`config.mk`:
```
export PLATFORM = sky130hd
export DESIGN_NAME = vec_mul_ctrl
export DESIGN_NICKNAME = d
export VERILOG_FILES = /design/src/rtl/vec_mul_pkg.sv /design/src/rtl/vec_mul.sv /design/src/rtl/vec_mul_ctrl.sv
export SDC_FILE = /design/constraint.sdc
export NUM_CORES = 2
export LEC_CHECK = 0
export CAP_MARGIN = 25
export CORE_ASPECT_RATIO = 1.25
export CORE_MARGIN = 4
export CORE_UTILIZATION = 46
export DETAILED_ROUTE_END_ITERATION = 8
export SYNTH_ARGS = -nofsm -noshare
export SYNTH_HDL_FRONTEND = slang
export SYNTH_SLANG_ARGS = --single-unit
```
`constraint.sdc`:
```
create_clock -name clk -period 8.2 [get_ports clk]
set_input_delay 1.64 -clock clk [delete_from_list [all_inputs] [get_ports clk]]
set_output_delay 1.64 -clock clk [all_outputs]
set_load 0.01 [all_outputs]
```
`src/rtl/vec_mul_pkg.sv`:
```
// Shared defaults and controller state encoding for the vec_mul job sequencer.
// Derived sizes are recomputed locally by each module from its own parameters.
package vec_mul_pkg;

    localparam int C_DEF     = 8;
    localparam int W_X_DEF   = 8;
    localparam int W_K_DEF   = 8;
    localparam int W_N_DEF   = 16;
    localparam int DEPTH_DEF = $clog2(C_DEF);
    localparam int W_Y_DEF   = W_X_DEF + W_K_DEF + DEPTH_DEF;
    localparam int L_DEF     = DEPTH_DEF + 1;

    typedef enum logic [1:0] {
        IDLE  = 2'd0,
        RUN   = 2'd1,
        DRAIN = 2'd2,
        DONE  = 2'd3
    } ctrl_state_e;

endpackage

```
`src/rtl/vec_mul.sv`:
```
// Pipelined signed dot product: registered lane products, then a registered
// binary adder tree. Latency is $clog2(C)+1 cycles; i_en freezes every stage.
module vec_mul
    import vec_mul_pkg::*;
#(
    parameter  int C     = C_DEF,
    parameter  int W_X   = W_X_DEF,
    parameter  int W_K   = W_K_DEF,
    localparam int DEPTH = $clog2(C),
    localparam int W_Y   = W_X + W_K + DEPTH
) (
    input  logic                   clk,
    input  logic                   i_en,
    input  logic [C*W_K-1:0]       i_k,
    input  logic [C*W_X-1:0]       i_x,
    output logic signed [W_Y-1:0]  o_y
);

    localparam int W_P = W_X + W_K;

    // Heap-ordered tree: leaves at [C..2C-1], node n sums nodes 2n and 2n+1.
    logic signed [W_Y-1:0] r_node [1:2*C-1];
    logic signed [W_Y-1:0] w_prod [C];

    for (genvar i = 0; i < C; i++) begin : g_lane
        logic signed [W_K-1:0] w_k;
        logic signed [W_X-1:0] w_x;
        logic signed [W_P-1:0] w_p;
        assign w_k       = i_k[i*W_K +: W_K];
        assign w_x       = i_x[i*W_X +: W_X];
        assign w_p       = w_k * w_x;
        assign w_prod[i] = {{DEPTH{w_p[W_P-1]}}, w_p};
    end

    always_ff @(posedge clk) begin
        if (i_en) begin
            for (int i = 0; i < C; i++) begin
                r_node[C+i] <= w_prod[i];
            end
            for (int n = 1; n < C; n++) begin
                r_node[n] <= r_node[2*n] + r_node[2*n+1];
            end
        end
    end

    assign o_y = r_node[1];

endmodule

```
`src/rtl/vec_mul_ctrl.sv`:
```
// Job sequencer and valid/ready wrapper around vec_mul: a stall freezes the
// datapath and the valid/last shift registers together so outputs hold.
module vec_mul_ctrl
    import vec_mul_pkg::*;
#(
    parameter  int C     = C_DEF,
    parameter  int W_X   = W_X_DEF,
    parameter  int W_K   = W_K_DEF,
    parameter  int W_N   = W_N_DEF,
    localparam int DEPTH = $clog2(C),
    localparam int W_Y   = W_X + W_K + DEPTH,
    localparam int L     = DEPTH + 1
) (
    input  logic                  clk,
    input  logic                  rstn,
    input  logic                  start,
    input  logic [W_N-1:0]        n_rows,
    output logic                  busy,
    output logic                  done,
    input  logic                  s_valid,
    output logic                  s_ready,
    input  logic [C*W_K-1:0]      s_k,
    input  logic [C*W_X-1:0]      s_x,
    output logic                  m_valid,
    input  logic                  m_ready,
    output logic signed [W_Y-1:0] m_data,
    output logic                  m_last,
    output ctrl_state_e           o_state,
    output logic [W_N-1:0]        o_rows_out
);

    ctrl_state_e    r_state;
    logic [L-1:0]   r_vsr;
    logic [L-1:0]   r_tag;
    logic [W_N-1:0] r_in_cnt;
    logic [W_N-1:0] r_out_cnt;
    logic [W_N-1:0] r_n_rows_q;

    logic w_stall;
    logic w_en;
    logic w_s_hs;
    logic w_m_hs;
    logic w_last_in;

    // Handshake rule for both streams: a beat transfers on the rising edge where
    // valid && ready; valid from the result side never drops before transfer.
    assign w_stall   = m_valid && !m_ready;
    assign w_en      = !w_stall;
    assign s_ready   = (r_state == RUN) && !w_stall && (r_in_cnt < r_n_rows_q);
    assign w_s_hs    = s_valid && s_ready;
    assign w_m_hs    = m_valid && m_ready;
    assign w_last_in = w_s_hs && (r_in_cnt == r_n_rows_q - W_N'(1));

    assign m_valid    = r_vsr[L-1];
    assign m_last     = r_tag[L-1] && m_valid;
    assign busy       = (r_state != IDLE);
    assign done       = (r_state == DONE);
    assign o_state    = r_state;
    assign o_rows_out = r_out_cnt;

    always_ff @(posedge clk) begin
        if (!rstn) begin
            r_state    <= IDLE;
            r_vsr      <= '0;
            r_tag      <= '0;
            r_in_cnt   <= '0;
            r_out_cnt  <= '0;
            r_n_rows_q <= '0;
        end else begin
            if (w_en) begin
                r_vsr <= {r_vsr[L-2:0], w_s_hs};
                r_tag <= {r_tag[L-2:0], w_last_in};
            end
            if (w_s_hs) r_in_cnt <= r_in_cnt + W_N'(1);
            if (w_m_hs) r_out_cnt <= r_out_cnt + W_N'(1);

            case (r_state)
                IDLE: begin
                    if (start) begin
                        r_n_rows_q <= n_rows;
                        r_in_cnt   <= '0;
                        r_out_cnt  <= '0;
                        r_state    <= (n_rows == '0) ? DONE : RUN;
                    end
                end
                RUN: begin
                    if (w_last_in) r_state <= DRAIN;
                end
                DRAIN: begin
                    if (w_m_hs && m_last) r_state <= DONE;
                end
                DONE: begin
                    r_state <= IDLE;
                end
                default: begin
                    r_state <= IDLE;
                end
            endcase
        end
    end

    vec_mul #(
        .C   (C),
        .W_X (W_X),
        .W_K (W_K)
    ) u_dp (
        .clk  (clk),
        .i_en (w_en),
        .i_k  (s_k),
        .i_x  (s_x),
        .o_y  (m_data)
    );

endmodule

```
* Word level (Yosys, flattened, before mapping)
Memories as Yosys holds them, arrays and structs flattened. Index checks and enable logic that the tools add are counted.
Operators by class: muxes and demuxes 12, equal/unequal tests 7, reduce and logical (&&, ||, !) cells 15, $mul 8, order comparisons 1, $add $sub $neg 10
Operators with widths (number):
- adder 19 bit | 7
- multiplier 8 x 8 -> 16 bit | 8
- two-way mux 16 bit | 6
- adder 16 x 1 -> 16 bit, second input constant | 2
- == test 16 bit | 1
- logical NOT 16 bit | 1
- less-than comparator 16 bit | 1
- subtractor 16 x 1 -> 16 bit, second input constant | 1
- logical AND 1 bit | 8
- two-way mux 2 bit | 4
- case mux 2 bit (4 select lines) | 1
- inequality test 2 bit, second input constant | 3
- == test 2 bit, second input constant | 2
- AND reduction 3 bit | 1
- == test 2 x 1 -> 1 bit, second input constant | 1
- logical NOT 1 bit | 2
- logical NOT 2 bit | 1
- AND reduction 2 bit | 1
- nonzero test 2 bit | 1
- two-way mux 1 bit | 1
Storage, ports and cells: output and inout bits 42, memory bits (writable) 285, memories kept 1, register bits after elaboration 58
Memories:
- u_dp.r_node | depth 15, width 19, read ports 15, clocked after Yosys merged registers in 0, write ports 15, RTL line vec_mul.sv:22 | logic signed [W_Y-1:0] r_node [1:2*C-1];

* Logic depth before layout (Yosys ltp)
depth in word-level cells 9, gate-level depth with buffers 18, depth with buffers taken out 18

* By module
From an unflattened synthesis, not the netlist that was laid out.
Second synthesis, totals: cells, all modules 3771, area total of the unflattened synthesis 37273.2 um^2
By module, submodules not included:
- vec_mul | seq. area each 7837.5 um^2, cells an instance 3339, instances 1, area each 33769.9 um^2
- vec_mul_ctrl | seq. area each 1161.1 um^2, cells an instance 432, instances 1, area each 3503.4 um^2

* Worst setup path after synthesis
No wires, ideal clock.
path type input to register, start input m_ready, end memory u_dp.r_node[10][0] in the netlist's numbering, enable pin, data required time 7586 ps, library setup time 614 ps, data arrival time 6955 ps, setup slack 631 ps, buffers on the path 1, cell stages on the path 3, cell sequence nor2b_1 -> clkbuf_1 -> inv_1
RTL lines:
- from (decl) | RTL line vec_mul_ctrl.sv:25 | input logic m_ready,
- to (decl) | RTL line vec_mul.sv:22

* Final worst setup path
start input m_ready, end output s_ready
Between the ends: longest elaborated chain between the ends 5
RTL lines:
- logical NOT 1 bit | RTL line vec_mul_ctrl.sv:47 | assign w_stall = m_valid && !m_ready;
- logical AND 1 bit | RTL line vec_mul_ctrl.sv:47
- logical NOT 1 bit | RTL line vec_mul_ctrl.sv:49 | assign s_ready = (r_state == RUN) && !w_stall && (r_in_cnt < r_n_rows_q);
- logical AND 1 bit (2 in a row) | RTL line vec_mul_ctrl.sv:49
- to (decl) | RTL line vec_mul_ctrl.sv:21 | output logic s_ready,
Every way passes these cells.

==> flow_summary.ini <==
[pwr]
p_sw_mw = 6.00
clock_power_share_pct = 11.8
p_sw_share_pct = 42.1
p_total_mw = 14.3
internal_power_mw = 8.25
ir_drop_mv = 0.186
p_comb_share_pct = 64.3
leakage_nw = 18.6
power.density_mw_per_mm2 = 352
pwr-share-seq_pct = 23.8

[placement]
place_area_mm2 = 0.0392
place_congestion = 0.856
dp_cells = 4852
port-buffer-count = 190
dp_hpwl_um = 60600

[worst_setup_path]
crit_arrival_ns = 4.27
required_ns = 6.56
setup.worst_path.start_class = primary input
cp-end-kind = output port
cp_cell_sequence = clkdlybuf4s50_1, nor2b_1, buf_4, nor3b_1, nand3_1, o31ai_4, clkdlybuf4s50_1
crit_slowest_cell = o31ai_4
worst-path-max-fanout = 18
r2r.worst_path.cells = 10
slowest_delay_ns = 0.72
crit_type = in2out
cp_common_cell = clkdlybuf4s50_1

[floorplanning]
start_util_pct = 46.5
die_h_um = 321
num_io_pins = 191
core_mm2 = 0.0776
dieArea_mm2 = 0.0829
fp-row-count = 114
chipWidth_um = 258

[routing]
viasPerCell = 4.89
drt_wl_total_um = 73100
drt_first_iter_violations = 1032
drc = 0
postRouteAntennaNets = 0
post_drt_wl_per_cell_um = 14.9
drt-pass1-iter-count = 5
vias = 24060

[clock_tree]
cts-resized-gates = 0
cts-htree-levels = 2
cts_tree = built
numCtsBuffers = 37
cts_root_buf = clkbuf_16
ctsHoldBuffers = 0
clk_latency_ns = 0.54
clock-sinks = 319
clkTransAtPathRegs_ns = 0.05
clockBufferDepth = 3
postCtsSetupBuffers = 0

[cells_and_area]
antennaDiodeCount = 0
area_growth_pct = 12.3
drive_gt1_share_pct = 2.07
layout.nets = 4817
stdcell_area_mm2 = 0.0405
final_cells = 4917

[global_route]
grt-ovfl-total = 0
grt_usage_pct = 18.0
grt_max_degree = 136
grt_pass1_vias = 25113
grt_pass1_wl_um = 124000
antenna_found_initial = 0

[logic_synthesis]
synth_top_area_share_pct = 24.8
synthFlopType = edfxtp_1
netlist_instances = 3633
yosys_warnings = 0
seq_area_frac_synth_pct = 25.0
yosysUniqueCellTypes = 68
yosysTopAreaCell = fa_1
syn_area_mm2 = 0.0360
synth_edf_count = 261
ys_seq_elements = 319
synth.avg_cell_area_um2 = 9.92
ys_top_cells_by_area = fa_1, edfxtp_1, ha_1, inv_1, and2_1
synth-async-reset-ratio_pct = 0
syn_nets = 4603

[sta]
hold_viol = 0
fmax_mhz = 169
finalSetupViolCount = 0
worst_hold_slack_ns = 0.454
rsz0062_at_grt = false
fin_skew_ns = 0.0136
period_share_pct = 72.1
drv_slew = 0
max_slew_margin_pct = 33.6
fin_setup_tns_ns = 0
worst_pin_slew_ns = 0.997
period_needed_ns = 5.91

[flow_run]
max_cap_violations = 0

[hold_path]
hold_path_class = reg2reg
hold_depth = 2

[run_status]
status = completed
==> synth_stat cells, types with 19 or more instances <==
cell type,instances
nand2b_1,23
and2_1,349
nand2_1,255
fa_1,447
dfxtp_1,58
a21oi_1,107
edfxtp_1,261
nor3_1,46
inv_1,742
nand3_1,39
xor2_1,58
xnor2_1,206
o21a_1,27
and3_1,20
o21ai_1,19
or3_1,23
nor2b_1,80
ha_1,374
o21ai_0,67
a21boi_0,27
nand4_1,20
nor2_1,163
a21o_1,34
==> layout make-up <==
cell class | instances | area (um^2)
clock buffers | 49 | 1050
fillers | 7268 | 37100
clock inverters | 16 | 188
well taps | 1044 | 1310
flip-flops and latches | 319 | 9000
inverters | 742 | 2790
repair buffers | 193 | 1940
multi-input cells | 2554 | 24200
==> critical path, delay by kind of cell <==
kind	cells	cell delay, ns
compound gates	1	0.72
buf+inv	3	1.36
simple gates	3	0.54
==> worst paths after layout <==
check | from | slack [ns] | end
worst max-delay path | m_ready | 2.29 | s_ready
worst min-delay path | r_vsr[0] | 0.45 | r_vsr[0]
worst max register to register | r_n_rows_q[0] | 5.20 | o_state[0]
worst min register to register | r_vsr[0] | 0.45 | r_vsr[0]
==> cell families (layout without fill, tap and decap cells) <==
kind of cell,count (synthesis),after routing,share of synthesized area [%]
and+or+nand+nor,1056,1056,15.3
adders and majority gates,821,821,37.8
buffers and inverters,760,1000,7.92
AOI/OAI and AO/OA,397,397,7.10
DFF,319,319,25.0
xor gates and xnor gates,264,264,6.41
muxes,16,16,0.469
==> metal layers <==
metal	global-route usage (%)	vias up	share of wire, %
met1	23.0	11653	44
met3	1.85	80	2.3
met5	0	-	0
met4	3.95	0	2.1
li1	-	12067	-
met2	33.1	260	52
==> cell usage in the layout (no fill, tap or decap), drive strengths merged, types with 11 or more instances in the layout <==
master / n
a41oi: 11
and2: 349
o211ai: 17
a21o: 34
clkdlybuf4s50: 190
fa: 447
nor2b: 80
a21oi: 108
dfxtp: 58
or3: 23
inv: 743
o21a: 27
xor2: 58
nand4: 20
a21boi: 32
clkbuf: 49
nor3: 46
xnor2: 206
ha: 374
and3: 20
nand3: 39
o21ai: 86
o21bai: 14
edfxtp: 261
nand2: 255
nand2b: 23
nor2: 163
a31oi: 12
==> sequential cells by signal (all words and copies together) (netlist names) <==
| signal | count |
|---|---|
| r_vsr | 4 |
| u_dp.r_node | 261 |
| r_in_cnt | 16 |
| r_tag | 4 |
| r_n_rows_q | 16 |
| o_rows_out | 16 |
| o_state | 2 |
==> power by group through the flow <==
| stage | sequential [mW] | combinational [mW] | clock, mW |
|---|---|---|---|
| after global routing | 3.46 | 10.6 | 1.81 |
| after global placement | 3.45 | 9.18 | 0 |
| after CTS | 3.42 | 9.34 | 1.74 |
| after detailed placement | 3.44 | 9.26 | 0 |
| final | 3.40 | 9.17 | 1.68 |
| after floorplan | 3.28 | 7.11 | 0 |
==> through the flow <==
stage	utilization, %	worst slack (ns)
floorplan	-	0.631
global placement	50.6	1.86
detailed placement	50.6	1.75
CTS	52.2	2.27
global route	52.2	2.02
finish	52.2	2.29
(Power assumes the default switching activity.)
